[config.mk]
export PLATFORM = sky130hd
export DESIGN_NAME = cnt_d_cal_flat
export DESIGN_NICKNAME = d
export VERILOG_FILES = /design/src/rtl/cnt_d_cal_if.sv /design/src/rtl/cnt_d_cal.sv /design/src/flat_wrapper.sv
export SDC_FILE = /design/constraint.sdc
export NUM_CORES = 1
export LEC_CHECK = 0
export CORE_UTILIZATION = 29
export CTS_CLUSTER_SIZE = 25
export DETAILED_ROUTE_END_ITERATION = 12
export GPL_TIMING_DRIVEN = 1
export HOLD_SLACK_MARGIN = 0.06
export MAX_ROUTING_LAYER = met4
export SETUP_SLACK_MARGIN = 0.02
export SYNTH_ARGS = -nofsm -noshare
export SYNTH_HDL_FRONTEND = slang
export SYNTH_SLANG_ARGS = --single-unit
[constraint.sdc]
create_clock -name clk -period 7.2 [get_ports clk]
set_input_delay 1.08 -clock clk [delete_from_list [all_inputs] [get_ports clk]]
set_output_delay 1.08 -clock clk [all_outputs]
set_load 0.02 [all_outputs]
[src/rtl/cnt_d_cal_if.sv]
// -----------------------------------------------------------------------------
// cnt_d_cal_if
// Purpose : bundles the day counter's tick/button/calendar inputs and its
//           day/carry/calendar outputs so the counter and its neighbours
//           connect through one port.
// Modports:
//   master - drives pulse_1d, increase_d, decrease_d, enable_cnt_d,
//            cnt_y_ten_unit, cnt_century, cnt_mo; observes cnt_d, pulse_1mo,
//            day_total_in_mo, leap_yr
//   slave  - the day counter itself (mirror of master)
// -----------------------------------------------------------------------------
interface cnt_d_cal_if #(
    parameter int YEAR_W  = 7,
    parameter int MONTH_W = 7,
    parameter int DAY_W   = 6
) ();
    logic               pulse_1d;
    logic               increase_d;
    logic               decrease_d;
    logic               enable_cnt_d;
    logic [YEAR_W-1:0]  cnt_y_ten_unit;
    logic [6:0]         cnt_century;
    logic [MONTH_W-1:0] cnt_mo;
    logic [DAY_W-1:0]   cnt_d;
    logic               pulse_1mo;
    logic [DAY_W-1:0]   day_total_in_mo;
    logic               leap_yr;

    modport master (
        output pulse_1d, increase_d, decrease_d, enable_cnt_d,
               cnt_y_ten_unit, cnt_century, cnt_mo,
        input  cnt_d, pulse_1mo, day_total_in_mo, leap_yr
    );

    modport slave (
        input  pulse_1d, increase_d, decrease_d, enable_cnt_d,
               cnt_y_ten_unit, cnt_century, cnt_mo,
        output cnt_d, pulse_1mo, day_total_in_mo, leap_yr
    );
endinterface

[src/rtl/cnt_d_cal.sv]
// -----------------------------------------------------------------------------
// cnt_d_cal
// Purpose : day-of-month counter of the century clock. In run mode it
//           advances on the daily tick and emits a one-cycle month carry on
//           wrap; in set mode it steps with edge-detected up/down buttons
//           that auto-repeat while held. The day is clamped down whenever
//           the month or year changes under it.
// Ports   :
//   clk  - system clock, rising edge
//   rst  - synchronous, active-low reset
//   bus  - cnt_d_cal_if.slave: pulse_1d, increase_d, decrease_d,
//          enable_cnt_d, cnt_y_ten_unit, cnt_century, cnt_mo in;
//          cnt_d, pulse_1mo, day_total_in_mo, leap_yr out
// Config  : define LEAP_CENTURY_EN to apply the full Gregorian rule using
//           cnt_century; otherwise every year divisible by 4 is leap.
// -----------------------------------------------------------------------------
module cnt_d_cal #(
    parameter int YEAR_W      = 7,
    parameter int MONTH_W     = 7,
    parameter int DAY_W       = 6,
    parameter int REPEAT_DLY  = 500,
    parameter int REPEAT_RATE = 100
) (
    input  logic         clk,
    input  logic         rst,
    cnt_d_cal_if.slave   bus
);

    // Hold counters count down to zero, so they only need to reach the
    // larger of the two reload values minus one.
    localparam int CNT_MAX = (REPEAT_DLY > REPEAT_RATE) ? REPEAT_DLY : REPEAT_RATE;
    localparam int HOLD_W  = (CNT_MAX > 2) ? $clog2(CNT_MAX) : 1;
    localparam logic [HOLD_W-1:0] DLY_LOAD  = HOLD_W'(REPEAT_DLY - 1);
    localparam logic [HOLD_W-1:0] RATE_LOAD = HOLD_W'(REPEAT_RATE - 1);
    localparam logic [DAY_W-1:0]  DAY_ONE   = DAY_W'(1);

    logic [DAY_W-1:0]  cnt_d_q, cnt_d_d;
    logic              pulse_1mo_q, pulse_1mo_d;
    logic              inc_prev_q, inc_prev_d;
    logic              dec_prev_q, dec_prev_d;
    logic              inc_arm_q, inc_arm_d;
    logic              dec_arm_q, dec_arm_d;
    logic [HOLD_W-1:0] inc_hold_q, inc_hold_d;
    logic [HOLD_W-1:0] dec_hold_q, dec_hold_d;

    logic              leap;
    logic [DAY_W-1:0]  day_total;
    logic              step_up;
    logic              step_dn;

`ifdef LEAP_CENTURY_EN
    logic [15:0] full_year;

    always_comb begin
        full_year = 16'(bus.cnt_century) * 16'd100 + 16'(bus.cnt_y_ten_unit);
        leap      = ((full_year % 16'd4 == 16'd0) && (full_year % 16'd100 != 16'd0))
                    || (full_year % 16'd400 == 16'd0);
    end
`else
    always_comb begin
        leap = ((bus.cnt_y_ten_unit % YEAR_W'(4)) == '0);
    end
`endif

    // Month length; illegal month codes fall back to 31 so the counter
    // never clamps below a real day.
    always_comb begin
        case (bus.cnt_mo)
            MONTH_W'(2):  day_total = leap ? DAY_W'(29) : DAY_W'(28);
            MONTH_W'(4),
            MONTH_W'(6),
            MONTH_W'(9),
            MONTH_W'(11): day_total = DAY_W'(30);
            default:      day_total = DAY_W'(31);
        endcase
    end

    // Next-state: run-mode ticking, set-mode button stepping with
    // auto-repeat, and clamping when nothing else moves the day.
    // The previous-level registers always track the buttons, so a button
    // already held when set mode is entered does not look like a new press.
    always_comb begin
        cnt_d_d     = cnt_d_q;
        pulse_1mo_d = 1'b0;
        inc_prev_d  = bus.increase_d;
        dec_prev_d  = bus.decrease_d;
        inc_arm_d   = 1'b0;
        dec_arm_d   = 1'b0;
        inc_hold_d  = '0;
        dec_hold_d  = '0;
        step_up     = 1'b0;
        step_dn     = 1'b0;

        if (bus.enable_cnt_d) begin
            if (bus.pulse_1d) begin
                if (cnt_d_q >= day_total) begin
                    cnt_d_d     = DAY_ONE;
                    pulse_1mo_d = 1'b1;
                end else begin
                    cnt_d_d = cnt_d_q + DAY_ONE;
                end
            end else if (cnt_d_q > day_total) begin
                cnt_d_d = day_total;
            end
        end else begin
            if (bus.increase_d && !bus.decrease_d) begin
                if (!inc_prev_q) begin
                    step_up    = 1'b1;
                    inc_arm_d  = 1'b1;
                    inc_hold_d = DLY_LOAD;
                end else if (inc_arm_q) begin
                    inc_arm_d = 1'b1;
                    if (inc_hold_q == '0) begin
                        step_up    = 1'b1;
                        inc_hold_d = RATE_LOAD;
                    end else begin
                        inc_hold_d = inc_hold_q - 1'b1;
                    end
                end
            end

            if (bus.decrease_d && !bus.increase_d) begin
                if (!dec_prev_q) begin
                    step_dn    = 1'b1;
                    dec_arm_d  = 1'b1;
                    dec_hold_d = DLY_LOAD;
                end else if (dec_arm_q) begin
                    dec_arm_d = 1'b1;
                    if (dec_hold_q == '0) begin
                        step_dn    = 1'b1;
                        dec_hold_d = RATE_LOAD;
                    end else begin
                        dec_hold_d = dec_hold_q - 1'b1;
                    end
                end
            end

            if (step_up) begin
                cnt_d_d = (cnt_d_q >= day_total) ? DAY_ONE : cnt_d_q + DAY_ONE;
            end else if (step_dn) begin
                if (cnt_d_q <= DAY_ONE || cnt_d_q > day_total) begin
                    cnt_d_d = day_total;
                end else begin
                    cnt_d_d = cnt_d_q - DAY_ONE;
                end
            end else if (cnt_d_q > day_total) begin
                cnt_d_d = day_total;
            end
        end
    end

    // State register with synchronous active-low reset.
    always_ff @(posedge clk) begin
        if (!rst) begin
            cnt_d_q     <= DAY_ONE;
            pulse_1mo_q <= 1'b0;
            inc_prev_q  <= 1'b0;
            dec_prev_q  <= 1'b0;
            inc_arm_q   <= 1'b0;
            dec_arm_q   <= 1'b0;
            inc_hold_q  <= '0;
            dec_hold_q  <= '0;
        end else begin
            cnt_d_q     <= cnt_d_d;
            pulse_1mo_q <= pulse_1mo_d;
            inc_prev_q  <= inc_prev_d;
            dec_prev_q  <= dec_prev_d;
            inc_arm_q   <= inc_arm_d;
            dec_arm_q   <= dec_arm_d;
            inc_hold_q  <= inc_hold_d;
            dec_hold_q  <= dec_hold_d;
        end
    end

    assign bus.cnt_d           = cnt_d_q;
    assign bus.pulse_1mo       = pulse_1mo_q;
    assign bus.day_total_in_mo = day_total;
    assign bus.leap_yr         = leap;

endmodule
[src/flat_wrapper.sv]
// flat-port wrapper written by rule: the top's interface ports become plain ports
module cnt_d_cal_flat 
#(
    parameter int YEAR_W      = 7,
    parameter int MONTH_W     = 7,
    parameter int DAY_W       = 6,
    parameter int REPEAT_DLY  = 500,
    parameter int REPEAT_RATE = 100
)
  (clk, rst, bus_pulse_1d, bus_increase_d, bus_decrease_d, bus_enable_cnt_d, bus_cnt_y_ten_unit, bus_cnt_century, bus_cnt_mo, bus_cnt_d, bus_pulse_1mo, bus_day_total_in_mo, bus_leap_yr);
  cnt_d_cal_if #(.YEAR_W(YEAR_W), .MONTH_W(MONTH_W), .DAY_W(DAY_W)) bus_i ();
  input  logic clk;
  input  logic rst;
  input wire logic [$bits(bus_i.pulse_1d)-1:0] bus_pulse_1d;
  input wire logic [$bits(bus_i.increase_d)-1:0] bus_increase_d;
  input wire logic [$bits(bus_i.decrease_d)-1:0] bus_decrease_d;
  input wire logic [$bits(bus_i.enable_cnt_d)-1:0] bus_enable_cnt_d;
  input wire logic [$bits(bus_i.cnt_y_ten_unit)-1:0] bus_cnt_y_ten_unit;
  input wire logic [$bits(bus_i.cnt_century)-1:0] bus_cnt_century;
  input wire logic [$bits(bus_i.cnt_mo)-1:0] bus_cnt_mo;
  output wire logic [$bits(bus_i.cnt_d)-1:0] bus_cnt_d;
  output wire logic [$bits(bus_i.pulse_1mo)-1:0] bus_pulse_1mo;
  output wire logic [$bits(bus_i.day_total_in_mo)-1:0] bus_day_total_in_mo;
  output wire logic [$bits(bus_i.leap_yr)-1:0] bus_leap_yr;
  assign bus_i.pulse_1d = bus_pulse_1d;
  assign bus_i.increase_d = bus_increase_d;
  assign bus_i.decrease_d = bus_decrease_d;
  assign bus_i.enable_cnt_d = bus_enable_cnt_d;
  assign bus_i.cnt_y_ten_unit = bus_cnt_y_ten_unit;
  assign bus_i.cnt_century = bus_cnt_century;
  assign bus_i.cnt_mo = bus_cnt_mo;
  assign bus_cnt_d = bus_i.cnt_d;
  assign bus_pulse_1mo = bus_i.pulse_1mo;
  assign bus_day_total_in_mo = bus_i.day_total_in_mo;
  assign bus_leap_yr = bus_i.leap_yr;
  cnt_d_cal #(.YEAR_W(YEAR_W), .MONTH_W(MONTH_W), .DAY_W(DAY_W), .REPEAT_DLY(REPEAT_DLY), .REPEAT_RATE(REPEAT_RATE)) u_core (.clk(clk), .rst(rst), .bus(bus_i));
endmodule
==> results of run 1 <==
## worst reg2reg max path, stage by stage, from the launching register on
cell and delay (ns):
dfxtp_1 0.57, inv_1 0.13, ha_1 0.31, nand2b_1 0.15, a21o_1 0.20, a21oi_2 0.40, o22ai_1 0.16, a311o_1 0.33
a31oi_1 0.13
## power by group through the flow
stage	Sequential, mW	Clock (mW)	Combinational, mW
CTS	0.178	0.183	0.0870
global placement	0.182	0	0.0859
detailed placement	0.182	0	0.0864
finish	0.179	0.178	0.0869
global route	0.180	0.189	0.0980
floorplan	0.179	0	0.0651
## stage by stage
step	total power, mW	std cells
floorplan	0.244	231
global placement	0.268	318
detailed placement	0.268	318
CTS	0.449	326
global route	0.467	326
finish	0.444	326
## cell usage in the layout, fill, tap and decap left out, drive strengths merged, types with 4 or more instances in the layout
cell type and count:
inv 17, nand3 10, nand4 4, conb 4, a21oi 20, clkbuf 7
a31oi 8, o21ai 9, nor3 9, and3 4, xor2 4, nor2 16
nand2 16, xnor2 6, or2 4, and2 4, clkdlybuf4s50 24, nand2b 4
dfxtp 29, ha 7
## Yosys cell counts (all sizes together), types with 2 or more instances
cell type / instances / share of area [%]
dfxtp: 29 / 31
a21oi: 20 / 5.6
inv: 17 / 3.5
nand2: 16 / 3.4
nor2: 16 / 3.2
nand3: 10 / 2.7
nor3: 9 / 2.4
o21ai: 9 / 2.4
a31oi: 8 / 2.7
buf: 8 / 3.5
ha: 7 / 4.7
xnor2: 6 / 2.8
and2: 4 / 1.4
and3: 4 / 1.4
clkbuf: 4 / 0.81
nand2b: 4 / 1.4
nand4: 4 / 1.4
or2: 4 / 1.4
xor2: 4 / 1.9
mux2i: 3 / 1.6
nor4: 3 / 1.4
o22ai: 3 / 1.8
a211oi: 2 / 0.81
a21o: 2 / 0.81
a311o: 2 / 1.1
a31o: 2 / 0.95
conb: 2 / 0.41
nand4b: 2 / 0.95
nor2b: 2 / 0.68
nor3b: 2 / 1.1
o31ai: 2 / 0.81
o41ai: 2 / 0.95
or3: 2 / 0.68
## routing by layer
metal  wire [um]  track usage (%)
met5           0                -
met4          21             4.74
met3         272             4.11
met2        1840             21.8
met1        2020             18.2
## kinds of logic (layout without fill, tap and decap cells)
| kind of cell | Yosys count | in the layout | synth area share (%) |
|---|---|---|---|
| adders and majority gates | 7 | 7 | 4.74 |
| other | 2 | 4 | 0.406 |
| muxes | 3 | 3 | 1.62 |
| xor gates and xnor gates | 10 | 10 | 4.74 |
| buffers and inverters | 29 | 49 | 7.78 |
| AOI/OAI and AO/OA | 61 | 61 | 22.5 |
| DFF | 29 | 29 | 31.4 |
| and+or+nand+nor | 88 | 88 | 26.9 |
## registers in the layout, summed over array words and instances, names as in the netlist
name and count:
u_core.bus.cnt_d 6, u_core.bus.pulse_1mo 1, u_core.dec_arm_q 1, u_core.dec_hold_q 9
u_core.dec_prev_q 1, u_core.inc_arm_q 1, u_core.inc_hold_q 9, u_core.inc_prev_q 1
## worst min-delay path by stage
stage,from,endpoint,slack [ns],depth (start not counted)
global route,u_core.inc_hold_q[8],u_core.inc_hold_q[8],0.50,2
floorplan,u_core.inc_hold_q[8],u_core.inc_hold_q[8],0.44,2
detailed placement,u_core.dec_hold_q[8],u_core.dec_hold_q[8],0.47,2
finish,u_core.dec_hold_q[8],u_core.dec_hold_q[8],0.48,2
CTS,u_core.dec_hold_q[8],u_core.dec_hold_q[8],0.48,2
global placement,u_core.inc_hold_q[8],u_core.inc_hold_q[8],0.46,2
## layout make-up
type	count	area, um2
clock buffer	7	86.3
clock inverter	1	30.0
fill	624	3800
inverter	17	63.8
multi-input combinational	173	1130
sequential	29	581
tap	75	93.8
timing repair buffer	24	240
==> summary.txt, run 1 <==
Outcome: complete, no violations
WS Path Type: in -> out
Pwr dens: 199 nW/um2
Gate power share: 19.6%
Pleak: 0.929 nW
Levels on crit path: 5
Unrepaired setup endpoints after global routing: no
Setup TNS: 0 ns
Clock sinks: 29
Buf/Inv on CP: 3
Antenna diodes: 0
Worst-skew pair later-pin latency: 0.29 ns
EDFF count, synth: 0
Final Critical Period: 4.04 ns
YS warnings: 0
Syn Area/Cell: 8.08 um2
DRC: 0
Critical Path, Cell by Cell: clkdlybuf4s50_1 -> inv_1 -> and3_1 -> o21ai_0 -> clkdlybuf4s50_1
CP max stage cell: clkdlybuf4s50_1
Skew final: 0.00755 ns
Max Cap Viol: 0
Area Growth Syn to Fin: 20.4%
Internal: 320 uW
Largest net degree at the start of global routing: 14
Chip Height: 81.9 um
Root Driver: clkbuf_8
# Post-CTS Setup Buffers: 0
Worst Tran Pin Value: 0.718 ns
R2R Setup Slk: 4.75 ns
Setup ws final: 3.16 ns
CP Launch Type: input port
Vias/cell: 5.21
Arr. time, crit path: 2.96 ns
Core ar.: 6030 um2
Worst hold slack: 0.480 ns
Routed Antenna Nets: 0
Iter 0 DRT Violations: 62
Most Frequent Cell on Critical Path: clkdlybuf4s50_1
#FFs+latches synth: 29
Avg WL per Cell: 12.8 um
Crit Reg-Reg Endpoint: u_core.bus.cnt_d[3]
Crit share post-route: 56.1%
Clock power frac: 40.2%
CP Max Fanout: 5
TritonCTS clock tree: yes
Final Core Density: 37.0%
Initial Utilization: 30.7%
FF-to-FF path depth: 8
Routed WL: 4160 um
I/O pins: 41
Pre-antenna DRT Iters: 4
R2r startpoint: u_core.bus.cnt_d[0]
Final-report hold violation count: 0
Post_cts resized: 0
First-pass GRT wire length: 7200 um
Total GRT Usage: 14.4%
Post-Synthesis Cells: 229
Worst slew margin: 51.6%
Number of global-route vias before repair: 1576
CP peak stage delay: 0.72 ns
CTS H-tree lvls: 2
Top Family by Delay on Critical Path: buffers and inverters
Pre-CTS WS: 3.16 ns
Gpl congestion: 0.815
Post-synthesis sequential area ratio: 31.4%
HPWL Detailed: 3010 um
Via Count: 1697
Unique masters post-synth: 56
Share of cells above drive strength 1: 6.77%
Async SR Flop Fraction: 0%
Remaining global-route overflow: 0
CP startpoint: bus_cnt_mo[2]
VDD IR max: 0.117 mV
Net Switching: 123 uW
Endpoints failing setup: 0
CTS buffer count: 5
Top_reg_cell synth: dfxtp_1
Reg power frac: 40.2%
Max Fclk: 247 MHz
Hold buffer count at cts: 0
Die Wd: 81.9 um
Clock buffer depth: 2
Nature of the critical path endpoint: output port
Clock transition at path regs: 0.07 ns
Worst hold path class: reg -> reg
Slew Limit Fails: 0
Row Count: 28
DIE AREA: 6700 um2
I/O Buffers: 24
Switching Share: 27.8%
Initial antenna violation count: 0
Nets: 284
DP Area: 2110 um2
Post-Syn Area: 1850 um2
Fin area: 2230 um2
CP Data Required Time: 6.12 ns
Worst Setup EP: bus_day_total_in_mo[0]
Power figures use the tool's default switching activity.
==> run 2, diff against run 1 <==
==> constraint.sdc (replaced) <==
create_clock -name clk -period 3.43 [get_ports clk]
set_input_delay 0.5145 -clock clk [delete_from_list [all_inputs] [get_ports clk]]
set_output_delay 0.5145 -clock clk [all_outputs]
set_load 0.02 [all_outputs]
==> summary.txt, run 2 (same netlist as run 1, synthesis figures left out) <==
Most Frequent Cell on Critical Path: o21ai_0 (was clkdlybuf4s50_1)
WS Path Type: in -> reg (was in -> out)
Max Fclk: 337 MHz
Post_cts resized: 0 (unchanged)
Finished Layout Cells: 326 (unchanged)
Crit share post-route: 86.4%
Clock sinks: 29 (unchanged)
TritonCTS clock tree: yes (unchanged)
Initial Utilization: 30.7% (unchanged)
Die Wd: 81.9 um (unchanged)
Iter 0 DRT Violations: 68 (was 62)
Via Count: 1699 (was 1697)
I/O pins: 41 (unchanged)
Commonest non-fill, non-tap cell in the layout: dfxtp_1 (unchanged)
Final Critical Period: 2.96 ns
Clock transition at path regs: 0.06 ns (was 0.07 ns)
Arr. time, crit path: 3.18 ns (was 2.96 ns)
Worst hold path class: reg -> reg (unchanged)
Initial antenna violation count: 0 (unchanged)
HPWL Detailed: 3160 um (was 3010 um)
Setup TNS: 0 ns (unchanged)
CP Data Required Time: 3.64 ns (was 6.12 ns)
Gate power share: 21.8% (was 19.6%)
I/O Buffers: 24 (unchanged)
Pleak: 0.919 nW (was 0.929 nW)
Hold buffer count at cts: 0 (unchanged)
DP Area: 2120 um2 (was 2110 um2)
Gpl congestion: 0.810 (was 0.815)
CTS H-tree lvls: 2 (unchanged)
Critical Path, Cell by Cell: clkdlybuf4s50_1 -> o21ai_0 -> a211oi_1 -> o21ai_0 -> ha_1 -> nand2b_1 -> a21o_1 -> a21oi_2 -> o22ai_1 -> a311o_1 -> a31oi_1 (was clkdlybuf4s50_1 -> inv_1 -> and3_1 -> o21ai_0 -> clkdlybuf4s50_1)
Fillers: 633 (was 624)
Commonest non-fill, non-tap cells in the layout: 29 x dfxtp_1, 24 x clkdlybuf4s50_1, 19 x a21oi_1 (unchanged)
Worst-skew pair later-pin latency: 0.28 ns (was 0.29 ns)
FF/Latch Area: 581 um2 (unchanged)
Vias/cell: 5.21 (about the same)
Nature of the critical path endpoint: flop (was output port)
Worst Tran Pin Value: 0.730 ns (was 0.718 ns)
Core ar.: 6030 um2 (unchanged)
Routed WL: 4210 um (was 4160 um)
CP max stage cell: clkdlybuf4s50_1 (unchanged)
Final Core Density: 36.6% (was 37.0%)
Clock power frac: 33.6% (was 40.2%)
Endpoints failing setup: 0 (unchanged)
Antenna diodes: 0 (unchanged)
Area of the multi-input gates: 1130 um2 (unchanged)
Final-report hold violation count: 0 (unchanged)
Total GRT Usage: 14.3% (was 14.4%)
First-pass GRT wire length: 7110 um (was 7200 um)
Wire length on met3: 181 um (was 272 um)
Top layer reached by signal wires: met4 (unchanged)
Pre-antenna DRT Iters: 4 (unchanged)
Largest net degree at the start of global routing: 14 (unchanged)
Nets: 285 (was 284)
Internal: 595 uW (was 320 uW)
Row Count: 28 (unchanged)
Post-Route M1 WL: 2100 um (was 2020 um)
Skew final: 0.00446 ns (was 0.00755 ns)
Pwr dens: 383 nW/um2 (was 199 nW/um2)
VDD IR max: 0.159 mV (was 0.117 mV)
Net Switching: 248 uW (was 123 uW)
Dpl cells: 319 (was 318)
Outcome: complete, no violations (unchanged)
DRC: 0 (unchanged)
Clock buffer depth: 2 (unchanged)
CP Max Fanout: 10 (was 5)
Number of global-route vias before repair: 1534 (was 1576)
CP peak stage delay: 0.47 ns (was 0.72 ns)
Share of cells above drive strength 1: 6.77% (unchanged)
Met2 Routed Length: 1870 um (was 1840 um)
DIE AREA: 6700 um2 (unchanged)
Root Driver: clkbuf_8 (unchanged)
Slew Limit Fails: 0 (unchanged)
Avg WL per Cell: 12.9 um (was 12.8 um)
Max Cap Viol: 0 (unchanged)
Routed Antenna Nets: 0 (unchanged)
Chip Height: 81.9 um (unchanged)
CP Launch Type: input port (unchanged)
Worst slew margin: 50.8% (was 51.6%)
# Post-CTS Setup Buffers: 0 (unchanged)
Unrepaired setup endpoints after global routing: no (unchanged)
Fin area: 2200 um2 (was 2230 um2)
Total power: 843 uW (was 444 uW)
Area Growth Syn to Fin: 19.2% (was 20.4%)
CTS buffer count: 5 (unchanged)
Reg power frac: 44.6% (was 40.2%)
Remaining global-route overflow: 0 (unchanged)
Switching Share: 29.4% (was 27.8%)
run 2: power groups by stage:
stage | clock (mW) | combinational [mW] | sequential (mW)
global route | 0.308 | 0.205 | 0.378
finish | 0.283 | 0.184 | 0.376
CTS | 0.294 | 0.184 | 0.376
floorplan | 0 | 0.137 | 0.375
detailed placement | 0 | 0.183 | 0.383
global placement | 0 | 0.181 | 0.382
run 2: final cells by class:
cell class	count	area share, %
tap	75	4.26
sequential	29	26.3
clock buffer	7	3.92
timing repair buffer	25	11.2
multi-input combinational	173	51.4
inverter	17	2.89
run 2: critical path: cells and delay by family:
kind            cells  cell delay [ns]
fa+ha+maj           1             0.36
buf+inv             1             0.47
simple gates        1             0.15
compound gates      8             1.67
run 2: routing by layer:
layer	up-vias	track usage [%]
li1	865	-
met3	8	3.11
met5	-	-
met1	794	18.6
met2	32	20.8
met4	0	6.32
run 2: through the flow:
step                      hold slack [ns]  setup WS, ns
final                               0.465         0.466
after CTS                           0.465         0.486
after global routing                0.494         0.279
after global placement              0.462         0.229
after detailed placement            0.456         0.197
after floorplan                     0.442         0.430
run 2: worst paths after layout:
check	cells after the start	slack [ns]	startpoint	to
max	11	0.47	bus_cnt_y_ten_unit[1]	u_core.bus.cnt_d[3]
min	2	0.46	u_core.inc_hold_q[8]	u_core.inc_hold_q[8]
max reg2reg	8	0.96	u_core.bus.cnt_d[0]	u_core.bus.cnt_d[3]
min reg2reg	2	0.46	u_core.inc_hold_q[8]	u_core.inc_hold_q[8]
==> RTL edit, RTL diff (settings of run 2) <==
The option `LEAP_CENTURY_EN` is turned on by a define.
--- a/src/rtl/cnt_d_cal.sv
+++ b/src/rtl/cnt_d_cal.sv
@@ -14,6 +14,8 @@
 // Config  : define LEAP_CENTURY_EN to apply the full Gregorian rule using
 //           cnt_century; otherwise every year divisible by 4 is leap.
 // -----------------------------------------------------------------------------
+`define LEAP_CENTURY_EN
+
 module cnt_d_cal #(
     parameter int YEAR_W      = 7,
     parameter int MONTH_W     = 7,
Formal check against the unedited RTL: not equivalent (a bounded check fails within 4 cycles, from zero or initial values and one cycle with rst low).
==> RTL edit against run 2 <==
The flow now finishes with violations (setup timing); core utilization is 12 points higher; design area grew to 3.4 times the old value; sequential cell count stayed put; critical path depth is 35 higher; first-iteration DRC count grew to 3.8 times the old value; routed wire length grew to 3.4 times the old value; synthesized cell count grew to 2.7 times the old value; worst hold slack worse by 0.0032 ns; area after synthesis is 150% higher; worst setup slack worse by 6.2 ns; critical endpoint is now u_core.bus.cnt_d[0].
Power is not shown: default switching activity piles up to over one toggle a cycle in this logic, so the estimate is an artifact.
==> RTL edit: results (changes against run 2) <==
{
  "result_of_the_run": {"value": "finished with violations", "change": "was completed"},
  "violations": "setup timing",
  "netlist_top_cells_count": {"value": "56 x sky130_fd_sc_hd__nor2_1, 47 x sky130_fd_sc_hd__nand2_1, 42 x sky130_fd_sc_hd__a21oi_1, 37 x sky130_fd_sc_hd__ha_1, 30 x sky130_fd_sc_hd__o21ai_0", "change": "was 29 x sky130_fd_sc_hd__dfxtp_1, 19 x sky130_fd_sc_hd__a21oi_1, 17 x sky130_fd_sc_hd__inv_1, 16 x sky130_fd_sc_hd__nor2_1, 15 x sky130_fd_sc_hd__nand2_1"},
  "synth.yosys.seq_area_share": {"value": 0.127, "change": "was 0.314"},
  "grt_start_max_net_pins": {"value": 17, "change": "was 14"},
  "synth_compound_area_frac": {"value": 0.331, "change": "was 0.225"},
  "grt_pass1_vias": {"value": 5047, "change": "was 1534"},
  "reg2reg_slack": {"value": 0.52, "unit": "ns", "change": "was 0.96 ns"},
  "crit_end": {"value": "u_core.bus.cnt_d[0]", "change": "was u_core.bus.cnt_d[3]"},
  "gr-usage-met2": {"value": 0.297, "change": "was 0.208"},
  "least_margin_pin_slew": {"value": 0.674, "unit": "ns", "change": "was 0.730 ns"},
  "finalSetupViolations": {"value": 9, "change": "was 0"},
  "gp_congestion": {"value": 0.810, "change": "about the same"},
  "wire_length_of_the_first_global_routing_pass": {"value": 23.0, "unit": "mm", "change": "was 7.11 mm"},
  "clk-insertion-delay-late": {"value": 0.26, "unit": "ns", "change": "was 0.28 ns"},
  "synth.lib_cells_used.distinct": {"value": 91, "change": "was 56"},
  "worst_slack": {"value": -5.77, "unit": "ns", "change": "was 0.466 ns"},
  "groute.layer.met3.usage": {"value": 0.0142, "change": "was 0.0311"},
  "drt_first_pass_iters": {"value": 5, "change": "was 4"},
  "synth_xor_xnor_area_share": {"value": 0.0711, "change": "was 0.0474"},
  "worstRegToRegCells": {"value": 14, "change": "was 8"},
  "placement.setup.worst_slack": {"value": -6.63, "unit": "ns", "change": "was 0.197 ns"},
  "yosys.area_share.adder": {"value": 0.121, "change": "was 0.0474"},
  "met2_wirelength": {"value": 6.98, "unit": "mm", "change": "was 1.87 mm"},
  "nets": {"value": 897, "change": "was 285"}
}
## RTL edit: cell types whose count changed after synthesis, moves of 13 or more
cell and change:
sky130_fd_sc_hd__a21oi_1 +23, sky130_fd_sc_hd__ha_1 +30, sky130_fd_sc_hd__nand2_1 +32, sky130_fd_sc_hd__nor2_1 +40
sky130_fd_sc_hd__o21ai_0 +21, sky130_fd_sc_hd__xor2_1 +13
## RTL edit: cell type report
class | instances | area, sq um | share of cell area
Sequential cell | 29 | 581 | 0.0778
Tap cell | 211 | 264 | 0.0354
Clock buffer | 8 | 136 | 0.0183
Inverter | 28 | 108 | 0.0144
Timing Repair Buffer | 236 | 1890 | 0.253
Multi-Input combinational cell | 530 | 4490 | 0.601
## RTL edit: through the flow
stage	hold slack, ns	area [sq um]	TNS, ns	util	instances
after floorplan	0.442	4760	-48.55	-	614
final	0.461	7470	-49.23	0.489	1042
after global placement	0.458	6510	-56.15	0.427	1005
after global routing	0.478	7470	-52.65	0.489	1042
after detailed placement	0.458	6510	-57.15	0.427	1005
after CTS	0.465	7220	-47.85	0.473	1026
## RTL edit: repair_timing
item                                    4_1_cts  5_1_grt
buffers inserted                             16       16
endpoints found under the setup margin        9        9
gates resized for setup                     114       32
pin swaps                                    59       36
gates cloned                                  0        0
## RTL edit: critical path, delay by kind of cell
| family | cells | cell delay [ns] |
|---|---|---|
| AO/OA/AOI/OAI | 14 | 2.51 |
| adder cells (fa/ha/maj) | 5 | 1.48 |
| buffers and inverters | 6 | 0.73 |
| multiplexers | 3 | 0.85 |
| AND/OR/NAND/NOR | 18 | 3.26 |
